`config.mk`:
```
export PLATFORM = sky130hd
export DESIGN_NAME = hud_counter
export DESIGN_NICKNAME = d
export VERILOG_FILES = /design/src/rtl/hud_counter.sv
export SDC_FILE = /design/constraint.sdc
export NUM_CORES = 1
export LEC_CHECK = 0
export ABC_AREA = 1
export ABC_CLOCK_PERIOD_IN_PS = 4650
export CAP_MARGIN = 20
export CORE_ASPECT_RATIO = 2
export CORE_MARGIN = 2
export CORE_UTILIZATION = 54
export DETAILED_ROUTE_END_ITERATION = 6
export HOLD_SLACK_MARGIN = 0.05
export PLACE_DENSITY = 0.9
export REMOVE_ABC_BUFFERS = 1
export SLEW_MARGIN = 20
export SYNTH_ARGS = -nofsm -noshare
export SYNTH_HDL_FRONTEND = slang
export SYNTH_SLANG_ARGS = --single-unit
```
`constraint.sdc`:
```
create_clock -name Clk -period 4.65 [get_ports Clk]
set_clock_uncertainty 0.15 [all_clocks]
set_input_delay 0.6975 -clock Clk [delete_from_list [all_inputs] [get_ports Clk]]
set_output_delay 0.6975 -clock Clk [all_outputs]
set_load 0.02 [all_outputs]
```
`src/rtl/hud_counter.sv`:
```
// -----------------------------------------------------------------------------
// hud_counter
//
// Game HUD counter feeding the six HexDriver instances on HEX5..HEX0.
//   Digits 5..3 : BCD countdown timer, decremented every TICK_FRAMES frames.
//   Digits 2..0 : BCD score, incremented by KILL_POINTS per goomba kill and
//                 saturating at 999.
// A three-state game machine (RUN / DEAD / TIMEUP) freezes or reloads both
// fields and reports time-out back to the player logic.
//
// Ports
//   Clk            in   1   system clock (50 MHz)
//   Reset_n        in   1   asynchronous active-low reset
//   frame_clk      in   1   VGA vertical sync, asynchronous to Clk
//   mario_dead     in   1   death level from the collision block (Clk domain)
//   gomba_dead     in   1   kill level from the collision block; one kill per
//                           rising edge
//   restart        in   1   one-Clk pulse requesting a new round
//   mario_counter  out  24  {timer[11:0], score[11:0]}, BCD digits
//   time_up        out  1   high while the game state is TIMEUP
//   game_state     out  2   00 RUN, 01 DEAD, 10 TIMEUP
//
// Parameters
//   TIME_START   timer reload value, 3 BCD digits (each nibble 0-9)
//   TICK_FRAMES  frame ticks per timer decrement (1..255)
//   KILL_POINTS  BCD points added per kill (1..9)
// -----------------------------------------------------------------------------
module hud_counter #(
    parameter logic [11:0] TIME_START  = 12'h400,
    parameter int unsigned TICK_FRAMES = 24,
    parameter logic [3:0]  KILL_POINTS = 4'd1
) (
    input  logic        Clk,
    input  logic        Reset_n,
    input  logic        frame_clk,
    input  logic        mario_dead,
    input  logic        gomba_dead,
    input  logic        restart,
    output logic [23:0] mario_counter,
    output logic        time_up,
    output logic [1:0]  game_state
);

    typedef enum logic [1:0] {
        ST_RUN    = 2'b00,
        ST_DEAD   = 2'b01,
        ST_TIMEUP = 2'b10
    } state_t;

    localparam logic [7:0] TICK_LAST = 8'(TICK_FRAMES - 1);

    // -------------------------------------------------------------------------
    // BCD helpers
    // -------------------------------------------------------------------------

    // Adds a single BCD digit to a 3-digit BCD value; bit 12 of the result is
    // the carry out of the hundreds digit (true sum above 999).
    function automatic logic [12:0] bcd_add(input logic [11:0] value,
                                            input logic [3:0]  addend);
        logic [4:0]  sum;
        logic [11:0] res;
        logic        carry;
        res   = '0;
        carry = 1'b0;
        for (int i = 0; i < 3; i++) begin
            sum = {1'b0, value[4*i +: 4]} + {4'd0, carry};
            if (i == 0) begin
                sum = sum + {1'b0, addend};
            end
            if (sum > 5'd9) begin
                res[4*i +: 4] = 4'(sum - 5'd10);
                carry         = 1'b1;
            end else begin
                res[4*i +: 4] = sum[3:0];
                carry         = 1'b0;
            end
        end
        return {carry, res};
    endfunction

    // Subtracts one from a 3-digit BCD value; a zero digit that has to borrow
    // becomes 9 and passes the borrow upward.
    function automatic logic [11:0] bcd_dec(input logic [11:0] value);
        logic [11:0] res;
        logic [3:0]  digit;
        logic        borrow;
        res    = '0;
        borrow = 1'b1;
        for (int i = 0; i < 3; i++) begin
            digit = value[4*i +: 4];
            if (!borrow) begin
                res[4*i +: 4] = digit;
            end else if (digit == 4'd0) begin
                res[4*i +: 4] = 4'd9;
            end else begin
                res[4*i +: 4] = digit - 4'd1;
                borrow        = 1'b0;
            end
        end
        return res;
    endfunction

    // -------------------------------------------------------------------------
    // Input conditioning
    // -------------------------------------------------------------------------
    logic frame_sync1;
    logic frame_sync2;
    logic frame_prev;
    logic gomba_prev;
    logic tick;
    logic kill;

    // All four flops come out of reset high so that a frame_clk or gomba_dead
    // level already high at reset release does not look like a rising edge.
    // NOTE: sequential state is assigned with non-blocking (<=) so every flop
    // samples the pre-edge value of the others; blocking here would collapse
    // the synchroniser chain into a single stage.
    always_ff @(posedge Clk or negedge Reset_n) begin
        if (!Reset_n) begin
            frame_sync1 <= 1'b1;
            frame_sync2 <= 1'b1;
            frame_prev  <= 1'b1;
            gomba_prev  <= 1'b1;
        end else begin
            frame_sync1 <= frame_clk;
            frame_sync2 <= frame_sync1;
            frame_prev  <= frame_sync2;
            gomba_prev  <= gomba_dead;
        end
    end

    assign tick = frame_sync2 & ~frame_prev;
    assign kill = gomba_dead & ~gomba_prev;

    // -------------------------------------------------------------------------
    // State and datapath registers
    // -------------------------------------------------------------------------
    state_t      state;
    state_t      state_next;
    logic [11:0] timer;
    logic [11:0] timer_next;
    logic [11:0] score;
    logic [11:0] score_next;
    logic [7:0]  frame_cnt;
    logic [7:0]  frame_cnt_next;
    logic        time_up_next;

    // Shared decisions used by both the next-state and datapath logic.
    logic        run_tick;
    logic        dec_event;
    logic [11:0] timer_dec;
    logic [12:0] score_sum;

    // A death in the same cycle as a tick wins: the tick is dropped entirely.
    assign run_tick  = (state == ST_RUN) && tick && !mario_dead;
    assign dec_event = run_tick && (frame_cnt == TICK_LAST) && (timer != 12'h000);
    assign timer_dec = bcd_dec(timer);
    assign score_sum = bcd_add(score, KILL_POINTS);

    // State register
    always_ff @(posedge Clk or negedge Reset_n) begin
        if (!Reset_n) begin
            state <= ST_RUN;
        end else begin
            state <= state_next;
        end
    end

    // Next-state logic
    // NOTE: every variable written in an always_comb gets a default first, so
    // no path through the case leaves it unassigned and no latch is inferred.
    always_comb begin
        state_next = state;
        case (state)
            ST_RUN: begin
                if (mario_dead) begin
                    state_next = ST_DEAD;
                end else if (dec_event && (timer_dec == 12'h000)) begin
                    state_next = ST_TIMEUP;
                end
            end
            ST_DEAD, ST_TIMEUP: begin
                if (restart) begin
                    state_next = ST_RUN;
                end
            end
            default: state_next = ST_RUN;
        endcase
    end

    // Output logic: time_up is registered alongside the state so it rises in
    // the same cycle the timer first shows 000.
    always_comb begin
        time_up_next = (state_next == ST_TIMEUP);
    end

    always_ff @(posedge Clk or negedge Reset_n) begin
        if (!Reset_n) begin
            time_up <= 1'b0;
        end else begin
            time_up <= time_up_next;
        end
    end

    // Datapath next values
    always_comb begin
        timer_next     = timer;
        score_next     = score;
        frame_cnt_next = frame_cnt;
        case (state)
            ST_RUN: begin
                // The kill is scored even when mario_dead arrives in the same
                // cycle, since the current state is still RUN.
                if (kill) begin
                    score_next = score_sum[12] ? 12'h999 : score_sum[11:0];
                end
                if (run_tick) begin
                    if (frame_cnt == TICK_LAST) begin
                        frame_cnt_next = 8'd0;
                        if (dec_event) begin
                            timer_next = timer_dec;
                        end
                    end else begin
                        frame_cnt_next = frame_cnt + 8'd1;
                    end
                end
            end
            ST_DEAD, ST_TIMEUP: begin
                // Restart overrides any tick or kill arriving with it.
                if (restart) begin
                    timer_next     = TIME_START;
                    score_next     = 12'h000;
                    frame_cnt_next = 8'd0;
                end
            end
            default: ;
        endcase
    end

    always_ff @(posedge Clk or negedge Reset_n) begin
        if (!Reset_n) begin
            timer     <= TIME_START;
            score     <= 12'h000;
            frame_cnt <= 8'd0;
        end else begin
            timer     <= timer_next;
            score     <= score_next;
            frame_cnt <= frame_cnt_next;
        end
    end

    assign mario_counter = {timer, score};
    assign game_state    = state;

endmodule

```
==> results of run 1 <==
path summary, 6_finish.rpt:
kind / startpoint / endpoint / slack, ns / depth (start not counted)
max in group asynchronous: Reset_n / frame_cnt[4]$_DFFE_PN0P_ / 3.43 / 1
setup reg to reg: score[0]$_DFFE_PN0P_ / score[6]$_DFFE_PN0P_ / 0.48 / 24
hold reg to reg: frame_sync1$_DFF_PN1_ / frame_sync2$_DFF_PN1_ / 0.21 / 0
min in group asynchronous: Reset_n / score[5]$_DFFE_PN0P_ / 0.37 / 1
setup / recovery: score[0]$_DFFE_PN0P_ / score[6]$_DFFE_PN0P_ / 0.48 / 24
hold / removal: frame_sync1$_DFF_PN1_ / frame_sync2$_DFF_PN1_ / 0.21 / 0
area by class of cell:
type	instances	area, um^2
Inverter	47	176
Clock inverter	1	5.00
Timing Repair Buffer	32	315
Clock buffer	7	76.3
Multi-Input combinational cell	197	1110
Tap cell	52	65.1
Sequential cell	39	982
Fill cell	325	1360
critical path, delay by kind of cell, from the launching register on:
| family | cells | cell delay [ns] |
|---|---|---|
| adders and majority gates | 6 | 1.25 |
| AOI/OAI and AO/OA | 5 | 0.78 |
| buffers and inverters | 6 | 0.59 |
| and+or+nand+nor | 5 | 0.57 |
| DFF | 1 | 0.40 |
| xor gates and xnor gates | 2 | 0.35 |
cells by family (layout without fill, tap and decap cells):
kind of cell / after synthesis / count (layout) / share of synthesized area, %
AO/OA/AOI/OAI: 58 / 58 / 14.4
adder cells (fa/ha/maj): 11 / 11 / 6.02
flip-flops: 39 / 39 / 42.9
XOR/XNOR: 6 / 6 / 2.30
AND/OR/NAND/NOR: 122 / 122 / 25.7
buffers and inverters: 49 / 87 / 8.64
power groups by stage:
stage	clock, mW	sequential [mW]	combinational, mW
after floorplan	0	0.568	0.505
after detailed placement	0	0.517	0.813
final	0.221	0.511	0.824
after global placement	0	0.515	0.792
after global routing	0.237	0.526	0.919
after CTS	0.223	0.511	0.822
per-layer routing:
metal,up-vias,share of wire (%)
met5,-,0
met2,66,57
met1,999,34
met3,25,3.5
li1,993,-
met4,0,4.8
registers in the layout, indices dropped and copies added, names as in the netlist:
register	cells
score	12
timer	12
frame_cnt	8
game_state	2
frame_prev	1
frame_sync1	1
frame_sync2	1
gomba_prev	1
time_up	1
stage by stage:
step / total power [mW] / cells / setup WS (ns) / hold WS, ns
after global routing: 1.68 / 375 / 0.0741 / 0.217
after global placement: 1.31 / 367 / 0.745 / 0.196
final: 1.56 / 375 / 0.480 / 0.215
after CTS: 1.56 / 375 / 0.488 / 0.213
after detailed placement: 1.33 / 367 / 0.494 / 0.202
after floorplan: 1.07 / 283 / 0.849 / 0.195
cell usage after synthesis (5+ instances only):
| cell | count |
|---|---|
| nor2_4 | 6 |
| o22ai_1 | 7 |
| nor2_1 | 15 |
| dfrtp_1 | 34 |
| nand3_1 | 16 |
| o21ai_0 | 23 |
| inv_1 | 47 |
| nor3_1 | 6 |
| a21oi_1 | 19 |
| dfstp_2 | 5 |
| ha_1 | 11 |
| nand2_1 | 64 |
what timing repair did:
action                                  4_1_cts  5_1_grt
hold buffers                                  0        0
gates resized for setup                       0        1
endpoints found under the setup margin        0        4
==> impl_table.tex, run 1 <==
\begin{tabular}{lr}
\hline
Metric & Value \\
\hline
\multicolumn{2}{l}{\textbf{Global routing}} \\
GRT Total Usage & 24.1\% \\
Global routing's busiest layer & met2 \\
Total congestion overflow & 0 \\
Pin count of the biggest net entering global routing & 40 \\
Number of antenna violations at the first check in global routing & 0 \\
Met1 track demand over resource in global routing & a little under a quarter \\
Number of global-route vias before repair & 2066 \\
Wire length of the first global-routing pass & between 8000 and 9000 um \\
Met3 GRT Util & 3.42\% \\
Routing usage on met2 & 46.1\% \\
\multicolumn{2}{l}{\textbf{Timing}} \\
F\_max & 240 MHz \\
Tcrit/Tclk final & 89.7\% \\
Time the worst path needs with I/O delays and setup & between 4 and 5 ns \\
Unrepaired setup endpoints after global routing & no \\
Endpoints failing hold & 0 \\
Setup TNS after final layout & 0 ns \\
Max-slew violation count & 0 \\
Relative max-transition margin & 42.6\% \\
Setup-failing EPs final & 0 \\
Worst slew pin tran & 0.862 ns \\
\multicolumn{2}{l}{\textbf{Floorplan}} \\
Top-Level Pins & 33 \\
Die H & between 90 and 100 um \\
Die span in x & 50.0 um \\
Site row count & 33 \\
Area enclosed by the die boundary & 4800 um\^{}2 \\
Initial core utilization & 56.0\% \\
Std-Cell Core Area & 4090 um\^{}2 \\
\multicolumn{2}{l}{\textbf{CTS}} \\
Number of buffers created by CTS & 5 \\
\# clock sinks & 39 \\
H-tree depth & 2 \\
Clock transition at the registers of the reported paths & 0.08 ns \\
Clock buffer depth & 2 \\
Number of post-CTS setup repair buffers & 0 \\
Clock root cell & clkbuf\_8 \\
Clock insertion delay at the later pin of the skew report & roughly 0.29 ns \\
TritonCTS clock tree & built \\
\multicolumn{2}{l}{\textbf{Logic synthesis}} \\
Mapped cell area & about 2300 um\^{}2 \\
Fraction of post-synthesis cell area in the top cell type by area & 37.2\% \\
Number of instances in the synthesized netlist & 285 \\
Avg Inst Size Synth & approximately 8 um\^{}2 \\
Post-synthesis sequential area ratio & between 40\% and 50\% \\
Post-synthesis sequential element count & 39 \\
Post-synthesis async set-or-reset flop share & between 90\% and 100\% \\
Post-synthesis cell type count & 32 \\
Primary flip-flop cell chosen by synthesis mapping & dfrtp\_1 \\
Dominant cells by area after synthesis & dfrtp\_1 37\%, nand2\_1 11\%, inv\_1 7.7\%, ha\_1 6.0\%, dfstp\_2 5.7\% \\
Synthesis Warnings & 0 \\
Post-synth EDFFs & 0 \\
Cell type with the largest total area after synthesis & dfrtp\_1 \\
\multicolumn{2}{l}{\textbf{Cells and area}} \\
Area delta synth->final & 19.4\% \\
Final standard cell utilization of the core & between 60\% and 70\% \\
Count of inserted antenna diode cells & 0 \\
Post-Layout Inst Area & roughly 2700 um\^{}2 \\
Fin nets & 339 \\
Layout cell share with drive strength beyond 1 & between 8 and 9\% \\
Most common library cell in the layout ignoring fill and taps & nand2\_1 \\
Most frequent cells in the layout & 64 x nand2\_1, 47 x inv\_1, 34 x dfrtp\_1 \\
\multicolumn{2}{l}{\textbf{Power}} \\
Leakage Power & roughly 1.3 nW \\
Net switching power & 733 uW \\
IR drop worst, VDD & approximately 0.4 mV \\
Relative contribution of combinational cells to total power & 52.9\% \\
Part of the total power dissipated in the clock network & around 14\% \\
Switching power as a share of total power & a little under half \\
Internal power summed over all cells & 824 uW \\
Power per unit of standard cell area & 570 nW/um\^{}2 \\
Relative contribution of sequential cells to total power & about a third \\
\multicolumn{2}{l}{\textbf{Job}} \\
Max Cap Violations & 0 \\
\multicolumn{2}{l}{\textbf{Critical path}} \\
Cell-by-cell listing of the critical path & inv\_1 -> ha\_1 -> inv\_1 -> ha\_1 -> nand2\_1 -> a21oi\_1 -> nor2\_1 -> o21ai\_2 -> ha\_1 -> ha\_1 -> xor2\_1 -> inv\_1 -> a21oi\_1 -> inv\_1 -> nand2\_1 -> ha\_1 -> ha\_1 -> xnor2\_1 -> o211ai\_1 -> nand2\_1 -> inv\_1 -> nor2\_1 -> inv\_1 -> o21ai\_0 \\
Cell with the largest stage delay on the worst path & dfrtp\_1 \\
Startpoint types & flip-flop \\
Classification of the worst setup path & flip-flop to flip-flop \\
CP arrival & 4.23 ns \\
Largest stage delay, worst path & 0.40 ns \\
Critical Path Sink Type & flip-flop \\
Critical path fanouts, max & 5 \\
WP data required & 4.71 ns \\
\multicolumn{2}{l}{\textbf{Hold path}} \\
Path category of the worst min-delay check & flip-flop to flip-flop \\
\multicolumn{2}{l}{\textbf{Drt}} \\
Number of design-rule violations left by the first detailed-router iteration & 65 \\
Detailed-route via count & 2083 \\
Via-per-instance ratio & $\sim$5.6 \\
Remaining DRCs & 0 \\
Wire length reported by the detailed router & 5190 um \\
DR WL/cell & roughly 14 um \\
Residual antenna-violating net count after detailed routing & 0 \\
Number of iterations in the first detailed-routing pass & 4 \\
\multicolumn{2}{l}{\textbf{Outcome}} \\
Result of the run & finished, final reports clean \\
\multicolumn{2}{l}{\textbf{Place}} \\
Port Buffers & 32 \\
Final weighted congestion in routability-driven placement & roughly 0.83 \\
Area post-placement & between 2000 and 3000 um\^{}2 \\
Detailed-placement wirelength estimate & 3920 um \\
\hline
\end{tabular}
Power figures use the tool's default switching activity.
==> run 2: changes to the inputs <==
- CELL_PAD_IN_SITES_DETAIL_PLACEMENT: unset -> 1
- CELL_PAD_IN_SITES_GLOBAL_PLACEMENT: unset -> 1
- CORE_UTILIZATION: 54 -> 40
==> run 2 against run 1 <==
Against the previous run: combinational power grew 2%; worst setup slack gained 0.028 ns; total power up 11%; count of clock-buffer cells in the layout is 1 higher; final cell count up 2.4%; clock power up 65%; design area rose by 3.3%; critical path depth unchanged; routed wire length grew 11%; critical path type unchanged; critical endpoint unchanged.
==> impl_table.tex, run 2 (synthesized netlist as in run 1, its figures left out) <==
\begin{tabular}{lr}
\hline
Metric & Value \\
\hline
\multicolumn{2}{l}{\textbf{Timing}} \\
Endpoints failing hold & 0 (unchanged) \\
Final-layout worst hold slack & 0.205 ns (-0.00970 ns) \\
Min setup slack post-route & 0.508 ns (+0.0282 ns) \\
Max-slew violation count & 0 (unchanged) \\
Setup-failing EPs final & 0 (unchanged) \\
Unrepaired setup endpoints after global routing & no \\
Tcrit/Tclk final & 89.1\% (-0.61 points) \\
Time the worst path needs with I/O delays and setup & 4.14 ns (-0.0282 ns) \\
Relative max-transition margin & 41.0\% (-1.5 points) \\
Worst slew pin tran & 0.884 ns (+0.0227 ns) \\
Setup TNS after final layout & 0 ns (unchanged) \\
F\_max & 241 MHz (+0.68\%) \\
\multicolumn{2}{l}{\textbf{Floorplan}} \\
Die span in x & 57.5 um (+15\%) \\
Area enclosed by the die boundary & 6380 um\^{}2 (+33\%) \\
Std-Cell Core Area & 5610 um\^{}2 (+37\%) \\
Initial core utilization & 40.8\% (-15 points) \\
Top-Level Pins & 33 (unchanged) \\
Site row count & 39 (+18\%) \\
Die H & 111 um (+16\%) \\
\multicolumn{2}{l}{\textbf{Outcome}} \\
Result of the run & finished, final reports clean \\
\multicolumn{2}{l}{\textbf{Hold path}} \\
Hold path cells & 0 (unchanged) \\
Hold path startpoint & frame\_sync1\$\_DFF\_PN1\_ \\
Path category of the worst min-delay check & flip-flop to flip-flop \\
\multicolumn{2}{l}{\textbf{CTS}} \\
Number of buffers created by CTS & 5 (unchanged) \\
Clock root cell & clkbuf\_16 \\
Number of post-CTS setup repair buffers & 0 (unchanged) \\
H-tree depth & 2 (unchanged) \\
Clock buffer depth & 2 (unchanged) \\
Clock transition at the registers of the reported paths & 0.06 ns (-0.02 ns) \\
TritonCTS clock tree & built \\
Clock insertion delay at the later pin of the skew report & 0.28 ns (about the same) \\
\# clock sinks & 39 (unchanged) \\
\multicolumn{2}{l}{\textbf{Place}} \\
Detailed-placement wirelength estimate & 4190 um (+7.0\%) \\
Port Buffers & 32 (unchanged) \\
Post-placement setup slack & 0.416 ns (-0.0784 ns) \\
Final weighted congestion in routability-driven placement & 0.843 (+1.1\%) \\
Number of cells in the design after placement & 376 (+2.5\%) \\
\multicolumn{2}{l}{\textbf{Critical path}} \\
Flop-to-flop setup slack & 0.51 ns (+0.03 ns) \\
Largest stage delay, worst path & 0.39 ns (about the same) \\
Cell with the largest stage delay on the worst path & dfrtp\_1 \\
Depth of the worst register-to-register path & 24 (unchanged) \\
Worst Setup SP & score[0]\$\_DFFE\_PN0P\_ \\
Critical Path Sink Type & flip-flop \\
Critical path fanouts, max & 5 (unchanged) \\
CP arrival & 4.16 ns (-0.07 ns) \\
Capturing element of the worst setup path & score[6]\$\_DFFE\_PN0P\_ \\
WP data required & 4.67 ns (-0.04 ns) \\
Launching point of the worst reg2reg path & score[0]\$\_DFFE\_PN0P\_ \\
Startpoint types & flip-flop \\
FF-to-FF End & score[6]\$\_DFFE\_PN0P\_ \\
Classification of the worst setup path & flip-flop to flip-flop \\
Cell-by-cell listing of the critical path & inv\_1 -> ha\_1 -> inv\_1 -> ha\_1 -> nand2\_1 -> a21oi\_1 -> nor2\_1 -> o21ai\_2 -> ha\_1 -> ha\_1 -> xor2\_1 -> inv\_1 -> a21oi\_1 -> inv\_1 -> nand2\_1 -> ha\_1 -> ha\_1 -> a21oi\_1 -> o21ai\_0 -> nand2\_1 -> inv\_1 -> nor2\_2 -> inv\_1 -> o21ai\_0 \\
\multicolumn{2}{l}{\textbf{Cells and area}} \\
Count of non-filler cells in the finished layout & 384 (+2.4\%) \\
Layout cell share with drive strength beyond 1 & 9.60\% (+0.62 points) \\
Count of inserted antenna diode cells & 0 (unchanged) \\
Final standard cell utilization of the core & 50.3\% (-17 points) \\
Register area & 982 um\^{}2 (unchanged) \\
Most frequent cells in the layout & 64 x nand2\_1, 47 x inv\_1, 34 x dfrtp\_1 \\
Most common library cell in the layout ignoring fill and taps & nand2\_1 \\
Area delta synth->final & 23.3\% \\
Fin nets & 339 (unchanged) \\
Registers with the most flip-flops & score x12, timer x12, frame\_cnt x8 \\
Multi-input logic area & 1110 um\^{}2 (+0.23\%) \\
Filler cell count in the final layout & 696 (+110\%) \\
\multicolumn{2}{l}{\textbf{Drt}} \\
Detailed-route via count & 2056 (-1.3\%) \\
Remaining DRCs & 0 (unchanged) \\
Residual antenna-violating net count after detailed routing & 0 (unchanged) \\
Number of design-rule violations left by the first detailed-router iteration & 58 (-11\%) \\
DR WL/cell & 15.0 um (+8.7\%) \\
Via-per-instance ratio & 5.35 (-3.6\%) \\
Number of iterations in the first detailed-routing pass & 4 (unchanged) \\
Wire length reported by the detailed router & 5780 um (+11\%) \\
\multicolumn{2}{l}{\textbf{Power}} \\
Power per unit of standard cell area & 610 nW/um\^{}2 (+7.0\%) \\
Leakage Power & 1.36 nW (+2.6\%) \\
IR drop worst, VDD & 0.347 mV (-15\%) \\
\multicolumn{2}{l}{\textbf{Global routing}} \\
Total congestion overflow & 0 (unchanged) \\
Wire length of the first global-routing pass & 9980 um (+12\%) \\
GRT Total Usage & 19.4\% (-4.6 points) \\
Number of global-route vias before repair & 2218 (+7.4\%) \\
Number of antenna violations at the first check in global routing & 0 (unchanged) \\
Pin count of the biggest net entering global routing & 40 (unchanged) \\
\multicolumn{2}{l}{\textbf{Job}} \\
Max Cap Violations & 0 (unchanged) \\
\hline
\end{tabular}
## run 2: area by class of cell
type                    count  area share (%)
inverters                  47            6.26
repair buffers             32            11.2
flip-flops and latches     39            34.8
well taps                  61            2.71
multi-input cells         197            39.5
clock buffers               8            5.55
## run 2: worst min-delay path by stage
| stage | to | slack (ns) |
|---|---|---|
| floorplan | frame_sync2$_DFF_PN1_ | 0.20 |
| global placement | frame_sync2$_DFF_PN1_ | 0.20 |
| detailed placement | frame_sync2$_DFF_PN1_ | 0.20 |
| CTS | frame_sync2$_DFF_PN1_ | 0.21 |
| global route | frame_sync2$_DFF_PN1_ | 0.21 |
| finish | frame_sync2$_DFF_PN1_ | 0.20 |
## run 2: report_power, final
group	switching, mW	total (mW)	internal, mW
Sequential	0.0889	0.513	0.425
Clock	0.136	0.365	0.229
Combinational	0.545	0.843	0.297
Total	0.771	1.72	0.951
## run 2: worst max-delay path: cells and delay by family, from the launching register on
family                   cells  cell delay (ns)
adder cells (fa/ha/maj)      6             1.28
AO/OA/AOI/OAI                6             0.96
buffers and inverters        6             0.60
AND/OR/NAND/NOR              5             0.45
flip-flops                   1             0.39
XOR/XNOR                     1             0.18
## run 2: per-layer routing
| metal | GRT usage [%] | routed length (um) | up-vias |
|---|---|---|---|
| li1 | - | - | 1004 |
| met1 | 22.8 | 2390 | 1010 |
| met2 | 35.3 | 3150 | 33 |
| met3 | 2.22 | 146 | 9 |
| met4 | 6.36 | 93 | 0 |
| met5 | 0 | 0 | - |
## run 2: stage by stage
step                      total power, mW  cell area [um^2]
after floorplan                      1.07              2270
after global placement               1.30              2660
after detailed placement             1.35              2660
after CTS                            1.73              2810
after global routing                 1.85              2820
final                                1.72              2820
## run 2: timing repair
action | in CTS | in global routing
gates resized for setup | 0 | 2
endpoints found under the setup margin | 0 | 6
hold buffers | 0 | 0
